**src/rtl/uart_pkg.sv**
```systemverilog
// Shared UART definitions: receiver FSM states, frame width and default
// bit period. PARITY state exists only when UART_RX_PARITY_EN is defined.
package uart_pkg;

    localparam int UART_DATA_BITS    = 8;
    localparam int UART_CLKS_PER_BIT = 434;

    typedef enum logic [2:0] {
        IDLE,
        START,
        DATA,
`ifdef UART_RX_PARITY_EN
        PARITY,
`endif
        STOP
    } uart_rx_state_t;

endpackage

```
**src/rtl/sync_fifo.sv**
```systemverilog
// Synchronous first-word-fall-through FIFO.
// Ports: clk, reset (sync, active-high), push/wdata, pop, rdata (head,
// 0 when empty), full, empty. A push while full is accepted only with a pop.
module sync_fifo #(
    parameter int WIDTH = 8,
    parameter int DEPTH = 4
) (
    input  logic             clk,
    input  logic             reset,
    input  logic             push,
    input  logic [WIDTH-1:0] wdata,
    input  logic             pop,
    output logic [WIDTH-1:0] rdata,
    output logic             full,
    output logic             empty
);

    localparam int AW = $clog2(DEPTH);

    logic [WIDTH-1:0] mem [DEPTH];
    logic [AW:0]      wr_ptr;
    logic [AW:0]      rd_ptr;
    logic             do_push;
    logic             do_pop;

    // Extra pointer bit tells a full ring from an empty one.
    assign empty = (wr_ptr == rd_ptr);
    assign full  = (wr_ptr[AW] != rd_ptr[AW]) &&
                   (wr_ptr[AW-1:0] == rd_ptr[AW-1:0]);

    assign do_pop  = pop && !empty;
    assign do_push = push && (!full || do_pop);

    assign rdata = empty ? '0 : mem[rd_ptr[AW-1:0]];

    always_ff @(posedge clk) begin
        if (reset) begin
            wr_ptr <= '0;
            rd_ptr <= '0;
        end else begin
            if (do_push) wr_ptr <= wr_ptr + 1'b1;
            if (do_pop)  rd_ptr <= rd_ptr + 1'b1;
        end
    end

    always_ff @(posedge clk) begin
        if (do_push) mem[wr_ptr[AW-1:0]] <= wdata;
    end

endmodule

```
**src/rtl/uart_rx.sv**
```systemverilog
// UART 8N1 receiver with FIFO read port and sticky error flags.
// Ports: clk, reset (sync, active-high), ser_rx (async, idle high),
// rd_valid/rd_data/rd_ready (FWFT read handshake), frame_err, parity_err,
// overrun (sticky), err_clr. Define UART_RX_PARITY_EN for 8E1 frames.
module uart_rx
    import uart_pkg::*;
#(
    parameter int CLKS_PER_BIT = UART_CLKS_PER_BIT,
    parameter int FIFO_DEPTH   = 4
) (
    input  logic       clk,
    input  logic       reset,
    input  logic       ser_rx,
    output logic       rd_valid,
    output logic [7:0] rd_data,
    input  logic       rd_ready,
    output logic       frame_err,
    output logic       parity_err,
    output logic       overrun,
    input  logic       err_clr
);

    localparam int CW = $clog2(CLKS_PER_BIT);
    localparam logic [CW-1:0] LAST = CW'(CLKS_PER_BIT - 1);
    localparam logic [CW-1:0] HALF = CW'(CLKS_PER_BIT / 2 - 1);
    localparam logic [2:0]    LAST_BIT = 3'(UART_DATA_BITS - 1);

    logic sync1, rx_s, rx_prev;
    logic [1:0] fill;
    logic armed;

    uart_rx_state_t state, state_n;
    logic [CW-1:0] cnt, cnt_n;
    logic [2:0] idx, idx_n;
    logic [UART_DATA_BITS-1:0] shreg, sh_n;
    logic push, set_fe, set_pe, set_ov;
    logic pop, fifo_full, fifo_empty;

    // fill marks when rx_s carries real line data after reset, so a line
    // that is already low at reset must first go high to arm edge detection.
    always_ff @(posedge clk) begin
        if (reset) begin
            sync1   <= 1'b1;
            rx_s    <= 1'b1;
            rx_prev <= 1'b1;
            fill    <= 2'b00;
            armed   <= 1'b0;
        end else begin
            sync1   <= ser_rx;
            rx_s    <= sync1;
            rx_prev <= rx_s;
            fill    <= {fill[0], 1'b1};
            armed   <= armed | (fill[1] & rx_s);
        end
    end

`ifdef UART_RX_PARITY_EN
    logic par_bad, par_bad_n;
`endif

    always_ff @(posedge clk) begin
        if (reset) begin
            state <= IDLE;
            cnt   <= '0;
            idx   <= '0;
            shreg <= '0;
        end else begin
            state <= state_n;
            cnt   <= cnt_n;
            idx   <= idx_n;
            shreg <= sh_n;
        end
    end

`ifdef UART_RX_PARITY_EN
    always_ff @(posedge clk) begin
        if (reset) par_bad <= 1'b0;
        else       par_bad <= par_bad_n;
    end
`endif

    always_comb begin
        state_n = state;
        cnt_n   = cnt + 1'b1;
        idx_n   = idx;
        sh_n    = shreg;
        push    = 1'b0;
        set_fe  = 1'b0;
        set_pe  = 1'b0;
`ifdef UART_RX_PARITY_EN
        par_bad_n = par_bad;
`endif
        unique case (state)
            IDLE: begin
                cnt_n = '0;
                if (armed && rx_prev && !rx_s) state_n = START;
            end
            START: begin
                if (cnt == HALF) begin
                    cnt_n   = '0;
                    idx_n   = '0;
                    state_n = rx_s ? IDLE : DATA;
                end
            end
            DATA: begin
                if (cnt == LAST) begin
                    cnt_n = '0;
                    sh_n  = {rx_s, shreg[UART_DATA_BITS-1:1]};
                    idx_n = idx + 3'd1;
                    if (idx == LAST_BIT) begin
`ifdef UART_RX_PARITY_EN
                        state_n = PARITY;
`else
                        state_n = STOP;
`endif
                    end
                end
            end
`ifdef UART_RX_PARITY_EN
            PARITY: begin
                if (cnt == LAST) begin
                    cnt_n     = '0;
                    state_n   = STOP;
                    par_bad_n = rx_s != ^shreg;
                    set_pe    = par_bad_n;
                end
            end
`endif
            STOP: begin
                if (cnt == LAST) begin
                    cnt_n   = '0;
                    state_n = IDLE;
                    if (!rx_s) set_fe = 1'b1;
`ifdef UART_RX_PARITY_EN
                    else if (!par_bad) push = 1'b1;
`else
                    else push = 1'b1;
`endif
                end
            end
            default: state_n = IDLE;
        endcase
    end

    assign rd_valid = !fifo_empty;
    assign pop      = rd_valid & rd_ready;
    // A same-cycle pop frees the slot, so only a non-popping full drops.
    assign set_ov   = push & fifo_full & ~pop;

    sync_fifo #(
        .WIDTH (UART_DATA_BITS),
        .DEPTH (FIFO_DEPTH)
    ) u_fifo (
        .clk   (clk),
        .reset (reset),
        .push  (push),
        .wdata (shreg),
        .pop   (pop),
        .rdata (rd_data),
        .full  (fifo_full),
        .empty (fifo_empty)
    );

    always_ff @(posedge clk) begin
        if (reset) begin
            frame_err <= 1'b0;
            overrun   <= 1'b0;
        end else begin
            frame_err <= set_fe | (frame_err & ~err_clr);
            overrun   <= set_ov | (overrun & ~err_clr);
        end
    end

`ifdef UART_RX_PARITY_EN
    always_ff @(posedge clk) begin
        if (reset) parity_err <= 1'b0;
        else       parity_err <= set_pe | (parity_err & ~err_clr);
    end
`else
    assign parity_err = 1'b0;
`endif

endmodule

```
**config.mk**
```make
export PLATFORM = sky130hd
export DESIGN_NAME = uart_rx
export DESIGN_NICKNAME = d
export VERILOG_FILES = /design/src/rtl/uart_pkg.sv /design/src/rtl/sync_fifo.sv /design/src/rtl/uart_rx.sv
export SDC_FILE = /design/constraint.sdc
export NUM_CORES = 1
export LEC_CHECK = 0
export ABC_AREA = 1
export BUFFER_PORTS_ARGS = -buffer_cell sky130_fd_sc_hd__clkbuf_2
export CAP_MARGIN = 20
export CORE_ASPECT_RATIO = 1.4
export CORE_MARGIN = 2
export CORE_UTILIZATION = 54
export DETAILED_ROUTE_END_ITERATION = 12
export HOLD_SLACK_MARGIN = 0.05
export PLACE_DENSITY = 0.72
export REMOVE_ABC_BUFFERS = 1
export SLEW_MARGIN = 15
export SYNTH_ARGS = -nofsm -noshare
export SYNTH_HDL_FRONTEND = slang
export SYNTH_SLANG_ARGS = --single-unit
```
**constraint.sdc**
```tcl
create_clock -name clk -period 4.15 [get_ports clk]
set_input_delay 0.83 -clock clk [delete_from_list [all_inputs] [get_ports clk]]
set_output_delay 0.83 -clock clk [all_outputs]
set_load 0.02 [all_outputs]
```
==> flow_metrics.tcl <==
set metrics [dict create \
    share_of_layout_cells_above_drive_strength_1_pct 14.3 \
    worst_hold_path.num_cells 2 \
    first_pass_grt_wire_length_mm 8.89 \
    dr.first_iter.drc_count 143 \
    hpwlAfterDp_mm 3.55 \
    synth_cells 323 \
    rsz0062_at_grt "false" \
    hold_class "reg2reg" \
    drcViolationCount 0 \
    worst_r2r_endpoint "u_fifo.mem[2][4]" \
    min_delay_worst_endpoint "fill[1]" \
    nNetsFinal 353 \
    synth_cell_type_count 31 \
    clock_tree.buffer_depth 2 \
    grt_pass1_vias 2008 \
    clock_skew_ps 4.32 \
    maxCapViolCount 0 \
    total_power_mw 1.56 \
    irDropWorstVdd_uv 320 \
    timing.setup.tns_ps 0 \
    most-common-layout-cells "nor2_1 (68), nand2_1 (51), dfxtp_1 (38)" \
    internal_power_summed_over_all_cells_mw 1.22 \
    dieArea_um2 6140 \
    routed-via-count 2091 \
    yosysSeqAreaShare_pct 57.7 \
    achievable_clock_frequency_mhz 379 \
    p_per_area_nw_per_um2 466 \
    netSwitchingPower_uw 339 \
    core_area_um2 5410 \
    cp-start-kind "register" \
    route.detailed.vias_per_inst 5.09 \
    worst-endpoint-required_ps 3320 \
    timing.final.hold_violations 0 \
    ys_seq_elements 70 \
    placer_congestion 0.791 \
    syn-cell-area_um2 2980 \
    drt.antenna.violating_nets 0 \
    most_frequent_standard_cell_in_the_layout_excluding_fill_and_tap_cells "nor2_1" \
    crit_path_max_fanout 11 \
    cts-hold-fix-buffers 0 \
    all_layer_global_routing_usage_pct 19.7 \
    timing.critical_path.mode_cell "nand2_1" \
    tritoncts_num_sinks 70 \
    num_rows 32 \
    crit_chain "inv_1, nand2_1, nand2_1, nor2_1, nand2_1, nand2_1, inv_1, clkbuf_2" \
    grt_max_degree 22 \
    cts-resized-gates 0 \
    synthToLayoutAreaGrowth_pct 12.1 \
    antenna_cells 0 \
    leak_pwr_nw 1.49 \
    drt_first_pass_iters 4 \
    pwr-share-comb_pct 5.8 \
    r2r_slack_ps 2070 \
    design.portCount 17 \
    r2r_start "cnt[0]" \
    post-route-period-util_pct 63.5 \
    drv_slew 0 \
    routedWlPerCell_um 12.8 \
    cts-buffers-inserted 9 \
    sw_frac_of_total_pct 21.8 \
    layout_min_cycle_time_ps 2640 \
    clock-root-buffer "clkbuf_8" \
    hold_path_startpoint "fill[0]" \
    clk-insertion-delay-late_ps 340 \
    dp_worst_setup_slack_ps 1820 \
    cp.arrival_ps 1810 \
    cp_slowest_stage_delay_ps 400 \
    total_number_of_h_tree_levels 3 \
    worst_setup_hold_path_clk_slew_ps 70 \
    globalRouteOverflowTotal 0 \
    timing_worst_slew_pin_value_ps 765 \
    yosys_warnings 0 \
    antenna_found_initial 0 \
    setup_viol_count_final 0 \
    critical_path.top_delay_family "simple AND/OR/NAND/NOR gates" \
    io_buffer_count 15 \
    portion_of_total_power_attributed_to_the_clock_network_pct 46.5 \
    initial_core_util_pct 55.2 \
    criticalPathCategory "reg2out" \
    drt_total_wl_mm 5.25 \
    postCtsSetupRepairBufs 0 \
    run_status "finished clean" \
    setup.worst_path.end_class "primary output" \
    die_height_um 91.9 \
    timing.slew.headroom_pct 48.8 \
    power.sequential.fraction_pct 47.6 \
    cp.buffers_inverters 3 \
    worstRegToRegCells 7 \
    slowest_cp_cell "dfxtp_1" \
    setup_slack_ps 1510 \
    crit_cells 8 \
    syn_avg_cell_area_um2 9.23 \
    die_width_um 66.8 \
    clock_tree_from_tritoncts "done" \
]
-- how the worst max path moves through the flow --
stage                     startpoint          to
finish              u_fifo.wr_ptr[0]  rd_data[6]
detailed placement          register  rd_data[4]
global route        u_fifo.wr_ptr[0]  rd_data[1]
global placement    u_fifo.wr_ptr[0]  rd_data[6]
CTS                         register  rd_data[4]
floorplan           u_fifo.wr_ptr[0]  rd_data[0]
-- power groups by stage --
stage	logic, mW	clock network [mW]	registers (mW)
2_1_floorplan	0.0687	0	0.752
3_3_place_gp	0.0897	0	0.757
3_5_place_dp	0.0923	0	0.758
4_1_cts	0.0925	0.742	0.742
5_1_grt	0.106	0.773	0.744
6_report	0.0910	0.725	0.742
-- worst register-to-register path, cell delays in order (launching register included) --
cell	delay, ps
dfxtp_1	410
ha_1	170
nand2_1	60
nor2_2	130
nand2_2	100
nor2_4	160
nand2_4	90
nor2_1	590
-- state kept, by name, summed over array words and instances, names as in the netlist, named ones only --
name and cells:
rx_prev 1, fill 2, armed 1, u_fifo.mem 32
overrun 1, sync1 1, u_fifo.rd_ptr 3, state 2
idx 3, u_fifo.wr_ptr 3, rx_s 1, shreg 8
frame_err 1, cnt 9
-- final cells by class --
type / instances / area [µm²]
clock buffers: 9 / 124
clock inverters: 7 / 145
fillers: 467 / 2060
inverters: 37 / 139
multi-input cells: 205 / 1050
flip-flops and latches: 70 / 1720
well taps: 68 / 85.1
repair buffers: 15 / 75.1
-- metal layers --
metal / global-route usage [%] / vias to the layer above / wire, µm
li1: - / 1077 / -
met1: 21.7 / 962 / 2210
met2: 34.7 / 46 / 2760
met3: 4.42 / 6 / 186
met4: 9.69 / 0 / 91
met5: 0 / - / 0
-- cell families after synthesis --
kind of cell | synth area share, %
AND/OR/NAND/NOR | 22.0
buffers and inverters | 6.92
other | 0.126
XOR/XNOR | 0.881
flip-flops | 57.7
AO/OA/AOI/OAI | 8.14
adder cells (fa/ha/maj) | 4.20
-- through the flow --
step                util, %  std cells  instance area, µm²  hold WS [ps]
global route           61.9        411                3340           444
finish                 61.9        411                3340           408
floorplan                 -        312                2910           388
global placement       56.9        395                3070           393
detailed placement     56.9        395                3070           397
CTS                    61.9        411                3340           407
-- Yosys cell counts --
master | number | area [µm²]
nand2_4 | 1 | 11.3
nand2_1 | 51 | 191
xor2_1 | 2 | 17.5
o32ai_1 | 8 | 70.1
o21bai_1 | 2 | 15.0
nand3_1 | 11 | 55.1
inv_1 | 32 | 120
nand3_2 | 1 | 10.0
dfxtp_1 | 38 | 761
nor2_1 | 68 | 255
conb_1 | 1 | 3.75
clkbuf_1 | 1 | 3.75
or2_0 | 1 | 6.26
o21ai_0 | 20 | 100
inv_2 | 5 | 18.8
xnor2_1 | 1 | 8.76
nor2_2 | 1 | 6.26
nor2_4 | 2 | 22.5
or2_2 | 2 | 12.5
nand2_2 | 3 | 18.8
ha_1 | 10 | 125
edfxtp_1 | 32 | 961
buf_2 | 6 | 30.0
a21oi_1 | 10 | 50.1
nor3_2 | 3 | 30.0
nor3_1 | 1 | 5.00
o31ai_1 | 1 | 7.51
nand4_1 | 4 | 25.0
or2_1 | 1 | 6.26
buf_6 | 1 | 11.3
buf_4 | 3 | 22.5
(Power assumes the default switching activity.)
